`src/rtl/uart_pkg.sv`:
```
// Shared types for the UART TX arbiter slice.
// Latency: n/a (types and constants only).
// Backpressure: n/a.
package uart_pkg;

  typedef logic [7:0] uart_byte_t;

  typedef enum logic [0:0] {
    ARB_IDLE  = 1'b0,
    ARB_GRANT = 1'b1
  } arb_state_e;

  // Default per-grant byte limit when the burst limit is compiled in.
  localparam int DEF_MAX_BURST = 32;

endpackage

```
`src/rtl/uart_tx_arbiter_rr_pick.sv`:
```
// Round-robin first-set-bit finder: returns the first set bit of req after ptr.
// Latency: purely combinational.
// Backpressure: none; found=0 when req is all zero.
//
// Ports:
//   req   in  WIDTH  request vector
//   ptr   in  IDX_W  last winner; the scan starts at ptr+1 and wraps
//   idx   out IDX_W  winning index (0 when nothing is found)
//   found out 1      any bit of req is set
module rr_pick #(
  parameter int WIDTH = 4,
  parameter int IDX_W = $clog2(WIDTH)
) (
  input  logic [WIDTH-1:0] req,
  input  logic [IDX_W-1:0] ptr,
  output logic [IDX_W-1:0] idx,
  output logic             found
);

  logic [IDX_W-1:0] cand;

  always_comb begin
    idx   = '0;
    found = 1'b0;
    cand  = '0;
    // Walk from the farthest offset to the nearest so that the nearest set
    // bit after ptr is the last one written and therefore wins. Offset WIDTH
    // is ptr itself, i.e. the previous winner comes last in priority.
    for (int off = WIDTH; off >= 1; off--) begin
      cand = IDX_W'((int'(ptr) + off) % WIDTH);
      if (req[cand]) begin
        idx   = cand;
        found = 1'b1;
      end
    end
  end

endmodule

```
`src/rtl/uart_tx_arbiter.sv`:
```
// Shares one UART byte TX port between NUM_REQ requesters, round-robin per message.
// Latency: 1 arbitration cycle from IDLE; bytes then pass combinationally with no buffering.
// Backpressure: tx_data_ack is routed straight to req_ack of the owner; all others see 0.
//
// Ports:
//   clk, rst_n                         clock and asynchronous active-low reset
//   req_data/req_valid/req_last/req_ack per-requester byte channel (byte i at [8i+7:8i])
//   tx_data/tx_data_valid/tx_data_ack   byte channel to the UART
//   grant_id, busy                      current owner (valid while busy), grant held
//
// Optional: define UART_TX_ARB_BURST_LIMIT_EN to release a grant after
// MAX_BURST bytes even without a last flag.
module uart_tx_arbiter
  import uart_pkg::*;
#(
  parameter int NUM_REQ   = 4,
  parameter int MAX_BURST = DEF_MAX_BURST
) (
  input  logic                       clk,
  input  logic                       rst_n,
  input  logic [NUM_REQ*8-1:0]       req_data,
  input  logic [NUM_REQ-1:0]         req_valid,
  input  logic [NUM_REQ-1:0]         req_last,
  output logic [NUM_REQ-1:0]         req_ack,
  output uart_byte_t                 tx_data,
  output logic                       tx_data_valid,
  input  logic                       tx_data_ack,
  output logic [$clog2(NUM_REQ)-1:0] grant_id,
  output logic                       busy
);

  localparam int GW = $clog2(NUM_REQ);

  if (NUM_REQ < 2 || NUM_REQ > 16 || MAX_BURST < 1 || MAX_BURST > 255) begin : g_bad_param
    $error("uart_tx_arbiter: NUM_REQ or MAX_BURST out of range");
  end

  arb_state_e    state_q, state_d;
  logic [GW-1:0] rr_ptr_q;
  logic [GW-1:0] grant_id_q;
  logic [GW-1:0] pick_idx;
  logic          pick_found;
  logic          xfer;
  logic          burst_hit;
  logic          release_grant;

  rr_pick #(
    .WIDTH (NUM_REQ),
    .IDX_W (GW)
  ) u_rr_pick (
    .req   (req_valid),
    .ptr   (rr_ptr_q),
    .idx   (pick_idx),
    .found (pick_found)
  );

  // A byte moves only while we own the UART and both sides agree.
  assign xfer = (state_q == ARB_GRANT) && req_valid[grant_id_q] && tx_data_ack;

`ifdef UART_TX_ARB_BURST_LIMIT_EN
  localparam logic [7:0] BURST_LAST = 8'(MAX_BURST - 1);

  logic [7:0] burst_cnt;

  always_ff @(posedge clk or negedge rst_n) begin
    if (!rst_n) begin
      burst_cnt <= '0;
    end else if (state_q == ARB_IDLE && pick_found) begin
      burst_cnt <= '0;
    end else if (xfer) begin
      burst_cnt <= burst_cnt + 8'd1;
    end
  end

  // Count before this transfer is MAX_BURST-1, so this transfer reaches the limit.
  assign burst_hit = (burst_cnt == BURST_LAST);
`else
  assign burst_hit = 1'b0;
`endif

  assign release_grant = xfer && (req_last[grant_id_q] || burst_hit);

  // State register plus the registered arbitration bookkeeping.
  always_ff @(posedge clk or negedge rst_n) begin
    if (!rst_n) begin
      state_q    <= ARB_IDLE;
      rr_ptr_q   <= GW'(NUM_REQ - 1);
      grant_id_q <= '0;
    end else begin
      state_q <= state_d;
      if (state_q == ARB_IDLE && pick_found) begin
        grant_id_q <= pick_idx;
      end
      if (release_grant) begin
        rr_ptr_q <= grant_id_q;
      end
    end
  end

  // Next-state logic.
  always_comb begin
    state_d = state_q;
    case (state_q)
      ARB_IDLE:  if (pick_found)    state_d = ARB_GRANT;
      ARB_GRANT: if (release_grant) state_d = ARB_IDLE;
      default:                      state_d = ARB_IDLE;
    endcase
  end

  // Output logic: a straight mux from the owner to the UART while granted.
  always_comb begin
    tx_data       = '0;
    tx_data_valid = 1'b0;
    req_ack       = '0;
    if (state_q == ARB_GRANT) begin
      tx_data             = req_data[{grant_id_q, 3'b000} +: 8];
      tx_data_valid       = req_valid[grant_id_q];
      req_ack[grant_id_q] = tx_data_ack;
    end
  end

  assign busy     = (state_q == ARB_GRANT);
  assign grant_id = grant_id_q;

endmodule

```
`config.mk`:
```
export PLATFORM = sky130hd
export DESIGN_NAME = uart_tx_arbiter
export DESIGN_NICKNAME = d
export VERILOG_FILES = /design/src/rtl/uart_pkg.sv /design/src/rtl/uart_tx_arbiter_rr_pick.sv /design/src/rtl/uart_tx_arbiter.sv
export SDC_FILE = /design/constraint.sdc
export NUM_CORES = 1
export LEC_CHECK = 0
export BUFFER_PORTS_ARGS = -buffer_cell sky130_fd_sc_hd__buf_4
export CAP_MARGIN = 20
export CORE_MARGIN = 2
export CORE_UTILIZATION = 29
export DETAILED_ROUTE_END_ITERATION = 7
export PLACE_DENSITY = 0.68
export SKIP_CTS_REPAIR_TIMING = 1
export SLEW_MARGIN = 25
export SYNTH_ARGS = -nofsm -noshare
export SYNTH_HDL_FRONTEND = slang
export SYNTH_HIERARCHICAL = 1
export SYNTH_SLANG_ARGS = --single-unit
```
`constraint.sdc`:
```
create_clock -name clk -period 2.1 [get_ports clk]
set_clock_uncertainty 0.1 [all_clocks]
set_input_delay 0.42 -clock clk [delete_from_list [all_inputs] [get_ports clk]]
set_output_delay 0.42 -clock clk [all_outputs]
set_load 0.03 [all_outputs]
```
==> results list <==
* Sw frac: 0.434
* Compound-cell area share of the yosys netlist: 0.108
- By startpoint and endpoint, the worst setup path is classified as reg2out.
- Yosys printed 6 warnings.
* Final max-slew violation count: 0
- For the pin with the worst max-slew slack, the measured transition is 0.453 ns.
- Of the total synthesized cell area, the portion taken by XOR and XNOR cells is 0.
- The synthesized netlist contains 27 unique library cells.
- In the routed layout, each cell is associated on average with a via count of about 4.8.
- Clock network fraction of total power: 0.059
- Count of clock tree sinks: 5
* Cell with the largest stage delay on the worst path: sky130_fd_sc_hd__dfrtp_4
* Latest clock arrival within the worst-skew pair: ~0.24 ns
- The worst setup path is captured at a primary output.
* Number of synthesized flops with an enable pin: 0
* Mux contribution to synthesized area: 0.422
* Cell leakage power: roughly 0.6 nW
* Post-Syn Instances: 61
* Total standard cell area after synthesis: 649 um^2
- For this run, the register share of the synthesized area comes to 0.197.
* Worst setup SP type: register
- Summing all non-filler instances in the final layout gives an area of between 0.001 and 0.0015 mm^2.
- For this run the aggregate overflow at the end of global routing stands at 0.
* Critical path buffer and inverter count: 2
- Number of fillers in the final layout: ~180
* Outcome: finished, violations left
* Worst-case vdd ir drop: about 0.87 mV
* Main combinational cell family by area after synthesis: multiplexers
- Of the total synthesized cell area, the portion taken by AND, OR, NAND and NOR gates is 0.214.
* Height of the die: just over 50 um
- Buffers inserted during clock tree synthesis total 3.
* Critical path origin: grant_id[0]
- Maximum number of pins on one net before global-route repair: 15
* Count of boundary I/O pins: between 50 and 60
* Share of flip-flops with an asynchronous set or reset after synthesis: 1.00
- Based on the critical path, the design can be clocked at up to approximately 460 MHz.
- Initial antenna violation count: 0
- Clock tree from TritonCTS: yes
- The core region is 0.00217 mm^2.
- Hold is met by just over 0.4 ns.
* Crit-path cells: buf_4 > mux4_2 > and2_4 > buf_6
- DR pass1 iterations: 4
- The tree is rooted in a sky130_fd_sc_hd__clkbuf_4.
* Fraction of final layout cells with drive strength greater than 1: 0.713
- Final clock period utilization by the worst path: 1.03
* Dominant cells by area after synthesis: sky130_fd_sc_hd__mux4_2 24%, sky130_fd_sc_hd__dfrtp_1 12%, sky130_fd_sc_hd__and2_1 8.7%, sky130_fd_sc_hd__dfstp_2 8.1%, sky130_fd_sc_hd__mux4_1 8.1%
- Overall track demand over capacity in global routing: 0.160
* Routed Wire Length: roughly 2200 um
* DRC: 0
- Measured against its own limit, the worst slew margin works out to 0.698.
* Least setup slack across all paths after layout: -0.0693 ns
- Post-detail-place hpwl: 1660 um
- The first global-routing pass estimated approximately 3100 um of wire.
- Worst R2R Start: grant_id[0]
* Worst hold path type: in2async
* #FFs+latches synth: 5
* Clock tree buffer depth: 2
- Routability Congestion: a little under 0.8
- Total number of placement rows: 17
- Via count of the first global-routing pass: about 760
- The initial utilization of the core area, before any placement, comes to 0.299.
- The detail route stage leaves a number of antenna-violating nets equal to 0.
* Power after layout: 1.86 mW
- Ranked by instance count, the synthesized netlist is headed by 9 x sky130_fd_sc_hd__and2_1, 8 x sky130_fd_sc_hd__nor2_1, 7 x sky130_fd_sc_hd__mux4_2.
- In the post-synthesis netlist, the cell with the most instances is sky130_fd_sc_hd__and2_1.
* Power Internal: between 1 and 1.5 mW
* # diodes: 0
* Cell family with most CP delay: flip-flops
* Cell count after placement: between 100 and 150
* Net count after synthesis: between 100 and 150
* Adder-cell area share of the yosys netlist: 0
- Summing all placed instances gives a cell area of approximately 0.0011 mm^2.
- Die area: 0.00263 mm^2
* Required arrival time at the worst endpoint: ~1.6 ns
* Avg Cell Area, Syn: ~11 um^2
- The finished layout holds roughly 160 standard cells, fillers aside.
- Violation count after the first detailed-route iteration: 8
- The final-report hold violation count came to 0.
* Violations in the final reports: negative setup slack
- Net switching power of the design: approximately 0.8 mW
* Detail-routed net length per standard cell: about 14 um
- Setup violations remaining at the end of the flow were counted as 9.
* Maximum level of the CTS H-tree: 1
- The tool flagged a number of max-cap violations equal to 0.
* Shortest clock period the worst path allows after layout: around 2.2 ns
- Area growth, synth to finish: 93.3%
- For this block, the via count after detailed routing is approximately 750.
- Largest fanout of any net on the critical path: 7
* Signal arrival time at the worst endpoint: approximately 1.7 ns
* Slowest stage delay, CP: about 0.52 ns
- Among all flip-flop cells after synthesis, the most frequent one is sky130_fd_sc_hd__dfrtp_1.
* Cell type with the largest total area after synthesis: sky130_fd_sc_hd__mux4_2
- Combinational Power Share: 0.788
- Power per cell area: roughly 1500 mW/mm^2
* Setup repair after global routing missed its margin: true
* Share of Yosys cell area claimed by the top area cell type: 0.243
- In this run the horizontal extent of the chip is between 50 and 60 um.
- Of the total power, registers draw 0.153.
- Final #Nets: approximately 170
- PortBufs: between 50 and 60
* Clock-pin slew of the registers on the worst-case setup and hold paths: 0.04 ns
## area by class of cell
| cell class | instances | area (um^2) | share of cell area |
|---|---|---|---|
| clock buffers | 4 | 26.3 | 0.0209 |
| well taps | 28 | 35.0 | 0.0279 |
| inverters | 2 | 7.51 | 0.00598 |
| repair buffers | 68 | 554 | 0.442 |
| flip-flops and latches | 5 | 131 | 0.105 |
| multi-input cells | 50 | 500 | 0.399 |
## worst paths after layout
path | cells past startpoint | end | slack, ns
setup / recovery | 4 | tx_data_valid | -0.07
hold reg to reg | 1 | rr_ptr_q[1] | 0.51
hold / removal | 2 | grant_id[0] | 0.41
setup reg to reg | 5 | rr_ptr_q[0] | 0.24
max in group asynchronous | 2 | rr_ptr_q[0] | 1.29
min in group clk | 4 | busy | 0.44
## power by group through the flow
stage	logic, mW	registers, mW	clock network, mW
global placement	1.13	0.311	0
CTS	1.14	0.313	0.117
global route	1.55	0.300	0.126
detailed placement	1.14	0.315	0
finish	1.46	0.284	0.111
floorplan	0.837	0.254	0
## metal layers
layer / vias to the layer above / wire length [um] / global-route usage
met5: - / 0 / 0
met4: 0 / 0 / 0.0658
met3: 0 / 254 / 0.0409
met2: 38 / 1080 / 0.288
met1: 351 / 897 / 0.177
li1: 364 / - / -
## metrics by stage
stage	worst slack (ns)	util	TNS, ns
after global placement	0.0824	0.506	0
after floorplan	0.0859	-	0
after detailed placement	0.0510	0.506	0
final	-0.0693	0.578	-0.325
after CTS	-0.195	0.518	-1.46
after global routing	-0.114	0.578	-0.825
## cell families (layout without fill, tap and decap cells)
logic type	count (synthesis)	after routing
and+or+nand+nor	26	26
muxes	15	15
AOI/OAI and AO/OA	9	9
buffers and inverters	6	74
DFF	5	5
## cell usage in the layout (no fill, tap or decap), types with 2 or more instances in the layout
master,Yosys,layout
sky130_fd_sc_hd__dfrtp_1,3,2
sky130_fd_sc_hd__nor2_1,8,8
sky130_fd_sc_hd__inv_1,2,2
sky130_fd_sc_hd__and2_1,9,2
sky130_fd_sc_hd__a21oi_1,2,2
sky130_fd_sc_hd__and2_4,0,7
sky130_fd_sc_hd__mux4_2,7,7
sky130_fd_sc_hd__buf_4,0,57
sky130_fd_sc_hd__nand2_1,2,2
sky130_fd_sc_hd__mux4_1,2,2
sky130_fd_sc_hd__mux2i_1,3,3
sky130_fd_sc_hd__dfstp_2,2,2
sky130_fd_sc_hd__mux2_2,2,2
sky130_fd_sc_hd__clkbuf_4,0,3
sky130_fd_sc_hd__buf_6,2,9
sky130_fd_sc_hd__nand2b_1,3,3
## flip-flops by register name, summed over array words and instances (netlist names)
| signal | count |
|---|---|
| busy | 1 |
| grant_id | 2 |
| rr_ptr_q | 2 |
(Power assumes the default switching activity.)
